**config.mk**
```make
export PLATFORM = sky130hd
export DESIGN_NAME = hall_speed_estimator
export DESIGN_NICKNAME = d
export VERILOG_FILES = /design/src/rtl/hall_speed_estimator.sv
export SDC_FILE = /design/constraint.sdc
export NUM_CORES = 1
export LEC_CHECK = 0
export CORE_UTILIZATION = 35
export CTS_CLUSTER_DIAMETER = 60
export CTS_CLUSTER_SIZE = 16
export DETAILED_ROUTE_END_ITERATION = 7
export HOLD_SLACK_MARGIN = 0.05
export SLEW_MARGIN = 20
export SYNTH_ARGS = -nofsm -noshare
export SYNTH_HDL_FRONTEND = slang
export SYNTH_SLANG_ARGS = --single-unit
```
**constraint.sdc**
```tcl
create_clock -name clk -period 4.38 [get_ports clk]
set_clock_uncertainty 0.05 [all_clocks]
set_input_delay 0.438 -clock clk [delete_from_list [all_inputs] [get_ports clk]]
set_output_delay 0.438 -clock clk [all_outputs]
set_load 0.03 [all_outputs]
```
**src/rtl/hall_speed_estimator.sv**
```systemverilog
// Two-motor speed estimator: samples hall position counts once per window and reports edges per window.
// Optional window-to-window averaging of the reported speed is enabled with `define HALL_SPEED_AVG_EN.
module hall_speed_estimator #(
  parameter int unsigned WINDOW_CYCLES = 1000000,
  parameter int unsigned STALL_WINDOWS = 4
) (
  input  logic        clk,
  input  logic        rstn,
  input  logic        en,
  input  logic        pos_clear,
  input  logic [15:0] pos1,
  input  logic [15:0] pos2,
  output logic [15:0] speed1,
  output logic [15:0] speed2,
  output logic        speed_valid,
  output logic        stall1,
  output logic        stall2,
  output logic [1:0]  dbg_state
);

  // speed_valid is a one-cycle strobe with no ready/backpressure: the consumer must
  // capture speed1/speed2 in the cycle speed_valid is high; the values then hold.

  typedef enum logic [1:0] {
    IDLE  = 2'd0,
    PRIME = 2'd1,
    RUN   = 2'd2
  } state_t;

  localparam logic [31:0] LP_TC    = 32'(WINDOW_CYCLES - 1);
  localparam logic [7:0]  LP_STALL = 8'(STALL_WINDOWS);

  state_t      r_state;
  state_t      w_next_state;
  logic [31:0] r_win_cnt;
  logic [15:0] r_prev1;
  logic [15:0] r_prev2;
  logic [7:0]  r_scnt1;
  logic [7:0]  r_scnt2;
  logic        w_tc;
  logic [15:0] w_delta1;
  logic [15:0] w_delta2;
  logic [15:0] w_out1;
  logic [15:0] w_out2;
  logic [7:0]  w_scnt_nxt1;
  logic [7:0]  w_scnt_nxt2;

  assign w_tc      = (r_win_cnt == LP_TC);
  assign w_delta1  = pos1 - r_prev1;
  assign w_delta2  = pos2 - r_prev2;
  assign dbg_state = r_state;

  // Stall counters saturate so the flag stays up for as long as the motor is still.
  assign w_scnt_nxt1 = (w_delta1 != 16'd0) ? 8'd0 :
                       (r_scnt1 == LP_STALL) ? r_scnt1 : r_scnt1 + 8'd1;
  assign w_scnt_nxt2 = (w_delta2 != 16'd0) ? 8'd0 :
                       (r_scnt2 == LP_STALL) ? r_scnt2 : r_scnt2 + 8'd1;

`ifdef HALL_SPEED_AVG_EN
  logic [15:0] r_last1;
  logic [15:0] r_last2;
  logic        r_first;
  logic [16:0] w_sum1;
  logic [16:0] w_sum2;

  // The first RUN window has no history, so it averages the delta with itself.
  assign w_sum1 = {1'b0, w_delta1} + {1'b0, (r_first ? w_delta1 : r_last1)};
  assign w_sum2 = {1'b0, w_delta2} + {1'b0, (r_first ? w_delta2 : r_last2)};
  assign w_out1 = 16'(w_sum1 >> 1);
  assign w_out2 = 16'(w_sum2 >> 1);

  always_ff @(posedge clk or negedge rstn) begin
    if (!rstn) begin
      r_last1 <= 16'd0;
      r_last2 <= 16'd0;
      r_first <= 1'b1;
    end else if (en && !pos_clear && w_tc) begin
      if (r_state == PRIME) begin
        r_first <= 1'b1;
      end else if (r_state == RUN) begin
        r_last1 <= w_delta1;
        r_last2 <= w_delta2;
        r_first <= 1'b0;
      end
    end
  end
`else
  assign w_out1 = w_delta1;
  assign w_out2 = w_delta2;
`endif

  always_ff @(posedge clk or negedge rstn) begin
    if (!rstn) r_state <= IDLE;
    else       r_state <= w_next_state;
  end

  always_comb begin
    w_next_state = r_state;
    if (!en) begin
      w_next_state = IDLE;
    end else if (pos_clear) begin
      w_next_state = PRIME;
    end else begin
      case (r_state)
        IDLE:    w_next_state = PRIME;
        PRIME:   if (w_tc) w_next_state = RUN;
        RUN:     w_next_state = RUN;
        default: w_next_state = IDLE;
      endcase
    end
  end

  always_ff @(posedge clk or negedge rstn) begin
    if (!rstn) begin
      r_win_cnt   <= 32'd0;
      r_prev1     <= 16'd0;
      r_prev2     <= 16'd0;
      r_scnt1     <= 8'd0;
      r_scnt2     <= 8'd0;
      speed1      <= 16'd0;
      speed2      <= 16'd0;
      speed_valid <= 1'b0;
      stall1      <= 1'b0;
      stall2      <= 1'b0;
    end else if (!en) begin
      r_win_cnt   <= 32'd0;
      r_scnt1     <= 8'd0;
      r_scnt2     <= 8'd0;
      speed_valid <= 1'b0;
      stall1      <= 1'b0;
      stall2      <= 1'b0;
    end else if (pos_clear) begin
      r_win_cnt   <= 32'd0;
      r_prev1     <= 16'd0;
      r_prev2     <= 16'd0;
      r_scnt1     <= 8'd0;
      r_scnt2     <= 8'd0;
      speed_valid <= 1'b0;
      stall1      <= 1'b0;
      stall2      <= 1'b0;
    end else begin
      speed_valid <= 1'b0;
      case (r_state)
        PRIME: begin
          if (w_tc) begin
            r_win_cnt <= 32'd0;
            r_prev1   <= pos1;
            r_prev2   <= pos2;
          end else begin
            r_win_cnt <= r_win_cnt + 32'd1;
          end
        end
        RUN: begin
          if (w_tc) begin
            r_win_cnt   <= 32'd0;
            r_prev1     <= pos1;
            r_prev2     <= pos2;
            speed1      <= w_out1;
            speed2      <= w_out2;
            speed_valid <= 1'b1;
            r_scnt1     <= w_scnt_nxt1;
            r_scnt2     <= w_scnt_nxt2;
            stall1      <= (w_scnt_nxt1 == LP_STALL);
            stall2      <= (w_scnt_nxt2 == LP_STALL);
          end else begin
            r_win_cnt <= r_win_cnt + 32'd1;
          end
        end
        default: r_win_cnt <= 32'd0;
      endcase
    end
  end

endmodule
```
; After elaboration in Yosys (flattened, before gate mapping)
; Cells that the tools add are included.
[word_totals]
inputBits = 36
reg_bits = 117
word_cells = 74
output_inout_bits = 37
[classes]
mux = 38
n_eq_ne = 10
n_bitwise = 1
addsub = 5
reduce_logical = 9
[ops]
columns = cell, count
row1 = 32-bit 2-to-1 mux, 4
row2 = 16-bit 2-to-1 mux, 6
row3 = 8-bit 2-to-1 mux, 12
row4 = "32-bit by 1-bit adder with 32-bit output, second input constant", 1
row5 = "32-bit by 20-bit equality test with 1-bit output, second input constant", 1
row6 = "8-bit by 3-bit equality test with 1-bit output, second input constant", 4
row7 = 16-bit nonzero test, 2
row8 = 16-bit subtractor, 2
row9 = "8-bit by 1-bit adder with 8-bit output, second input constant", 2
row10 = 1-bit 2-to-1 mux, 12
row11 = 2-bit 2-to-1 mux, 3
row12 = "3-bit by 1-bit != test with 1-bit output, second input constant", 2
row13 = 2-bit one-hot mux with 3 select lines, 1
row14 = "4-bit != test, second input constant", 1
row15 = 4-bit AND reduction, 1
row16 = 2-bit nonzero test, 2
row17 = 3-bit AND reduction, 1
row18 = "2-bit by 1-bit equality test with 1-bit output, second input constant", 1
row19 = "2-bit equality test, second input constant", 1
row20 = 2-bit zero test, 1
row21 = 2-bit AND reduction, 1
row22 = 2-bit OR reduction, 1
row23 = 1-bit NOT, 1

; Logic depth before layout (Yosys ltp)
; Gate-level depths: netlist of the first run.
[logic_depth]
ltp_word = 8
mapped_depth = 14
depth_no_buf = 12

; Worst setup path after synthesis of the first run
; No wires, ideal clock.
[synth_path]
kind = input port to flip-flop
from = input port pos1[6]
to = register r_scnt1[7]
setup_time_ps = 124
arrival_time_ps = 2811
t_required_ps = 4206
path_buffers = 1
path_slack_ps = 1395
cell_stages = 11
cell_sequence = ha_1 a21oi_2 o211ai_2 or3_4 o22a_4 a221o_1 a21oi_2 xnor2_1 buf_6 nor3_1 a211o_1
[synth_via]
elab_chain_cells = 7
[synth_lines]
columns = element, line
row1 = from (decl), 11  ; input logic [15:0] pos1,
row2 = 16-bit subtractor, 49  ; assign w_delta1 = pos1 - r_prev1;
row3 = 16-bit nonzero test, 54  ; assign w_scnt_nxt1 = (w_delta1 != 16'd0) ? 8'd0 :
row4 = 8-bit 2-to-1 mux, 54
row5 = 8-bit 2-to-1 mux, 154  ; if (w_tc) begin
row6 = 8-bit 2-to-1 mux, 143  ; case (r_state)
row7 = 8-bit 2-to-1 mux, 132  ; end else if (pos_clear) begin
row8 = 8-bit 2-to-1 mux, 125  ; end else if (!en) begin
row9 = to (signal assigned), 161  ; r_scnt1 <= w_scnt_nxt1;
row10 = to (decl), 38  ; logic [7:0] r_scnt1;
; Every way passes these cells. The select of a mux whose other input is x is not followed.
; A chain may end at the register's enable or synchronous reset.

; Worst setup path in the final report of the first run
[layout_path]
from = input port pos2[0]
to = register r_scnt2[2]
[layout_via]
elab_chain_cells = 7
[layout_lines]
columns = element, line
row1 = from (decl), 12  ; input logic [15:0] pos2,
row2 = 16-bit subtractor, 50  ; assign w_delta2 = pos2 - r_prev2;
row3 = 16-bit nonzero test, 56  ; assign w_scnt_nxt2 = (w_delta2 != 16'd0) ? 8'd0 :
row4 = 8-bit 2-to-1 mux, 56
row5 = 8-bit 2-to-1 mux, 154
row6 = 8-bit 2-to-1 mux, 143
row7 = 8-bit 2-to-1 mux, 132
row8 = 8-bit 2-to-1 mux, 125
row9 = to (signal assigned), 162  ; r_scnt2 <= w_scnt_nxt2;
row10 = to (decl), 39  ; logic [7:0] r_scnt2;
; Every way passes these cells. The select of a mux whose other input is x is not followed.

==> flow_metrics.tcl, run 1 <==
set metrics [dict create \
    synth_top_cell_area_share_pct 40.9 \
    fp-row-count 51 \
    path_cells "clkdlybuf4s50_1 -> inv_1 -> ha_1 -> fa_1 -> nor2b_1 -> o31a_1 -> a21o_1 -> o21ai_0 -> a2111oi_0 -> and4b_1 -> o311ai_0 -> nand2_1" \
    hold_violations 0 \
    reg2reg_slack_ns 1.03 \
    grt_pass1_vias 5703 \
    hpwl_um 12200 \
    place_inst 1115 \
    ir_drop_uv 214 \
    grt_setup_unrepaired "no" \
    yosysTopAreaCell "dfrtp_1" \
    grt_start_max_net_pins 68 \
    root_buffer "clkbuf_16" \
    synthCells 802 \
    cts_resized 0 \
    area_delta_synth_final_pct 22.5 \
    cp_max_fo 15 \
    power_density_nw_per_um2 325 \
    synth.distinct_cells 58 \
    wl_um 17500 \
    avgRoutedWirePerCell_um 15.2 \
    die_area_um2 21000 \
    leakagePower_nw 3.77 \
    cts-buffers-inserted 17 \
    place_congestion 0.811 \
    wl_met1_um 8350 \
    io_pins 73 \
    multi_input_area_um2 3880 \
    drc 0 \
    synth.avg_cell_area_um2 8.92 \
    fin_util_pct 44.4 \
    synthArstFlopShare_pct 100 \
    insertedDiodeCount 0 \
    finalMaxSlewViolations 0 \
    first_pass_iters 5 \
    layout-drive-gt1-share_pct 6.69 \
    htree_levels 4 \
    critPathArrivalTime_ns 3.85 \
    top_layer "met4" \
    regArea_um2 2930 \
    layout_commonest_cell "dfrtp_1" \
    clkTransAtPathRegs_ns 0.05 \
    nFillCells 1890 \
    period_minus_slack_ns 3.55 \
    cts_buffer_depth 2 \
    r2r-start "r_prev2[2]" \
    fmax_mhz 282 \
    cts_sinks 117 \
    synthesis.nets 878 \
    hold_buffers 0 \
    timing.rr.end "r_scnt2[2]" \
    drtAntennaViolNets 0 \
    grt_pass1_wl_um 29100 \
    synthFlopType "dfrtp_1" \
    rr_worst_depth 10 \
    port_buffers 72 \
    insertion_delay_ns 0.42 \
    final_cell_mix "dfrtp_1 (117), nand2_1 (89), nor2_1 (78), clkdlybuf4s50_1 (71), inv_1 (53)" \
    ys_seq_area_share_pct 40.9 \
    final_cells 1147 \
    fin_nets 945 \
    hold_path_class "in -> async" \
    viasPerCell 5.24 \
    dr_wl_met2_um 8130 \
    gr-total-overflow 0 \
    start_util_pct 36.3 \
    vias 6009 \
    initialDrtViolationCount 409 \
    max_cap_viol_count 0 \
    finalSetupViolations 0 \
    tightest_slew_ns 0.880 \
    fp.coreArea_um2 19700 \
    status "complete, no violations" \
    die_y_um 145 \
    ys_warn_count 0 \
    worstSetupPathType "in -> reg" \
    cp_slowest_cell "and4b_1" \
    finalCritPeriodShare_pct 81.0 \
    worstPathRequired_ns 4.68 \
    startpoint_type "primary input" \
    synth_edf_count 0 \
    grtUsageTotal_pct 17.1 \
    die_w_um 145 \
    cpPeakStageDelay_ns 0.61 \
    wl_met3_um 785 \
    endpoint_kind "flip-flop" \
    slew_headroom_pct 41.3 \
    ys_seq_elements 117 \
    post_cts_buffers 0 \
    cts_tree "built" \
    finalPower_mw 2.85 \
    antenna_found_initial 0 \
    syn_area_um2 7150 \
    synthTopCellsByArea "dfrtp_1 (41%), ha_1 (6.6%), nand2_1 (4.7%)" \
    setup_tns_ns 0 \
]
[through the flow]
stage	area (um2)	setup WS (ns)	hold slack (ns)
6_report	8760	0.832	0.0982
5_1_grt	8760	0.634	0.174
4_1_cts	8760	0.918	0.138
3_5_place_dp	8140	0.483	0.409
3_3_place_gp	8140	0.574	0.405
2_1_floorplan	7150	1.39	0.0924
[state kept, by name (all words and copies together) (netlist names)]
name and count:
speed_valid 1, r_prev1 16, stall2 1, r_scnt1 8, stall1 1, r_win_cnt 32
r_scnt2 8, speed1 16, dbg_state 2, r_prev2 16, speed2 16
[worst max-delay path, delay by kind of cell]
family / cells / cell delay [ns]
fa+ha+maj: 2 / 0.62
buf+inv: 2 / 0.55
simple gates: 3 / 0.93
compound gates: 5 / 1.30
[final cells by class]
type                    instances  area share [%]
clock buffers                  23            5.34
clock inverters                 9            1.71
inverters                      53            2.27
multi-input cells             597            44.3
flip-flops and latches        117            33.4
well taps                     265            3.79
repair buffers                 83            9.14
[worst max path at each step]
| stage | from | endpoint | slack [ns] | cells after the start |
|---|---|---|---|---|
| final | pos2[0] | r_scnt2[2] | 0.83 | 12 |
| after global routing | pos2[0] | r_scnt2[3] | 0.63 | 12 |
| after CTS | pos2[0] | r_scnt2[3] | 0.92 | 12 |
| after detailed placement | pos2[0] | r_scnt2[2] | 0.48 | 12 |
| after global placement | pos2[0] | r_scnt2[2] | 0.57 | 12 |
| after floorplan | pos1[6] | r_scnt1[7] | 1.39 | 11 |
[power by group]
group	switching, mW	internal (mW)	total [mW]
sequential	0.00362	1.09	1.09
clock	0.502	0.979	1.48
combinational	0.170	0.109	0.279
total	0.675	2.17	2.85
[cells by family after synthesis]
family	after synthesis	share of synthesized area (%)
DFF	117	40.9
xor gates and xnor gates	48	5.88
AOI/OAI and AO/OA	177	17.8
and+or+nand+nor	324	22.1
adders and majority gates	40	7.21
muxes	8	1.26
buffers and inverters	88	4.85
[synthesized netlist by cell type, types with 7 or more instances]
cell and number:
nor3_1 25, a21oi_1 20, nand4_1 9, a22o_1 34
xnor2_1 18, a31oi_1 13, xor2_1 30, a211oi_1 7
nand2_1 89, a21o_1 12, nor2b_1 9, o21a_1 11
o21ai_0 36, clkbuf_1 28, ha_1 38, nor2_1 78
nand3_1 42, nor4_1 17, and3_1 16, inv_1 53
dfrtp_1 117, nand2b_1 9, mux2_2 8, o311ai_0 7
[per-layer routing]
| metal | up-vias | track usage [%] |
|---|---|---|
| met4 | 0 | 5.53 |
| met5 | - | 0 |
| met3 | 15 | 3.93 |
| li1 | 3007 | - |
| met2 | 128 | 27.2 |
| met1 | 2859 | 22.8 |
Note: power is estimated with default switching activity, not from simulation.
==> run 2: changes to the inputs <==
==> constraint.sdc (replaced) <==
create_clock -name clk -period 2.9 [get_ports clk]
set_clock_uncertainty 0.05 [all_clocks]
set_input_delay 0.29 -clock clk [delete_from_list [all_inputs] [get_ports clk]]
set_output_delay 0.29 -clock clk [all_outputs]
set_load 0.03 [all_outputs]
==> flow_metrics.tcl, run 2 (synthesis gave the netlist of run 1 again) <==
set metrics [dict create \
    drc 0 \
    layout-drive-gt1-share_pct 24.2 \
    cts_tree "built" \
    hold_path_depth 2 \
    root_buffer "clkbuf_16" \
    fp-row-count 51 \
    status "finished with violations" \
    insertion_delay_ns 0.43 \
    clkTransAtPathRegs_ns 0.05 \
    place_congestion 0.825 \
    viasPerCell 5.15 \
    vias 6574 \
    port_buffers 72 \
    p_sw_mw 1.11 \
    max_cap_viol_count 0 \
    die_area_um2 21000 \
    violations "setup timing" \
    hpwl_um 12900 \
    seq_power_share_pct 36.8 \
    hold_violations 0 \
    fp.coreArea_um2 19700 \
    avgRoutedWirePerCell_um 14.8 \
    final_cell_mix "buf_4 (126), dfrtp_1 (117), nand2_1 (87), nor2_1 (77), clkdlybuf4s50_1 (69)" \
    regMostFlops "r_win_cnt" \
    ir_drop_uv 375 \
    area_delta_synth_final_pct 43.1 \
    power_density_nw_per_um2 437 \
    cts_sinks 117 \
    layout_commonest_cell "buf_4" \
    fmax_mhz 329 \
    finalSetupViolations 9 \
    period_minus_slack_ns 3.04 \
    fin_nets 1073 \
    worstPathRequired_ns 3.16 \
    grt_setup_unrepaired "yes" \
    critPathArrivalTime_ns 3.29 \
    fin_util_pct 51.9 \
    hold_path_class "in -> reg" \
    grt_pass1_vias 6367 \
    cts-buffers-inserted 17 \
    cp_max_fo 7 \
    internal_power_mw 3.36 \
    worst_slack_ns -0.136 \
    nFillCells 1805 \
    htree_levels 4 \
    first_pass_iters 5 \
    rr_worst_depth 15 \
    clkPwrFrac_pct 49.2 \
    finalCritPeriodShare_pct 105 \
    worstSetupPathType "reg -> reg" \
    finalMaxSlewViolations 0 \
    antenna_found_initial 1 \
    wl_um 18900 \
    grt_start_max_net_pins 63 \
    grt_pass1_wl_um 31100 \
    tightest_slew_ns 0.755 \
    start_util_pct 36.3 \
    endpoint_kind "flip-flop" \
    leakagePower_nw 4.51 \
    die_y_um 145 \
    startpoint_type "flip-flop" \
    die_w_um 145 \
    grtUsageTotal_pct 18.2 \
    slew_headroom_pct 49.7 \
    largest_reg_flops 32 \
    drtAntennaViolNets 0 \
    swShare_pct 24.9 \
    initialDrtViolationCount 289 \
    finalPower_mw 4.47 \
    comb_power_share_pct 14.0 \
    io_pins 73 \
    gr-total-overflow 0 \
    cts_buffer_depth 2 \
]
[run 2: cell types whose count changed in the layout (fill, tap and decap cells not counted), moves of 4 or more]
cell | before | now
nor3_1 | 25 | 21
buf_4 | 12 | 126
nor4_1 | 17 | 12
a21oi_2 | 2 | 7
o311ai_4 | 0 | 4
o311ai_0 | 7 | 1
o21ai_0 | 36 | 32
a21oi_1 | 20 | 15
buf_6 | 0 | 5
nor3_2 | 0 | 4
buf_12 | 0 | 5
clkbuf_1 | 4 | 0
nand3_1 | 41 | 37
[run 2: final timing paths]
check                           slack [ns]      endpoint        from
worst max-delay path                 -0.14    r_scnt1[7]  r_prev1[1]
worst min-delay path                  0.08    r_prev1[0]     pos1[0]
worst max register to register       -0.14    r_scnt1[7]  r_prev1[1]
worst min register to register        0.42     speed1[8]   speed1[8]
max in group asynchronous             1.76     speed2[2]        rstn
min in group asynchronous             0.29  dbg_state[1]        rstn
[run 2: cell type report]
cell class | instances | area (um2) | area share, %
multi-input cells | 597 | 4260 | 41.6
flip-flops and latches | 117 | 2930 | 28.6
repair buffers | 211 | 1900 | 18.6
clock buffers | 20 | 467 | 4.56
well taps | 265 | 332 | 3.24
inverters | 53 | 199 | 1.94
clock inverters | 12 | 151 | 1.48
diodes | 1 | 2.50 | 0.0244
[run 2: per-stage QoR]
step	TNS, ns	std cells	setup WS, ns	area (um2)	hold slack (ns)
global placement	-8.95	1230	-0.601	9080	0.191
detailed placement	-9.57	1230	-0.647	9080	0.195
CTS	-0.856	1265	-0.132	9790	0.198
floorplan	0	802	0.00718	7150	-0.0556
finish	-0.778	1276	-0.136	10200	0.0805
global route	-2.25	1276	-0.214	10200	0.0838
[run 2: timing repair]
action,4_1_cts,5_1_grt
hold buffers,1,0
cloned,1,2
setup buffers,1,8
pin swaps,7,44
setup endpoints to repair,16,19
endpoints found under the hold margin,25,0
resized for setup,21,66
[run 2: per-layer routing]
metal / global-route usage (%) / share of wire (%)
met1: 23.7 / 46
met5: 0 / 0
met2: 29.3 / 48
met3: 4.31 / 3.8
met4: 6.86 / 2.2
[run 2: power groups by stage]
stage               clock network, mW  registers, mW  logic (mW)
global placement                    0           1.67       0.562
CTS                              2.24           1.64       0.575
floorplan                           0           1.68       0.238
detailed placement                  0           1.67       0.563
global route                     2.32           1.64       0.688
finish                           2.20           1.64       0.628
[run 2: critical path, stage by stage, from the launching register on]
cell       delay, ns
dfrtp_1         0.37
inv_1           0.05
ha_1            0.27
nor2b_4         0.13
o31a_1          0.33
buf_6           0.14
o21ai_4         0.14
buf_6           0.11
or4b_1          0.42
o211ai_1        0.15
nor2_1          0.08
nand4_1         0.10
buf_6           0.13
clkbuf_16       0.14
nor3_2          0.04
a211o_1         0.26
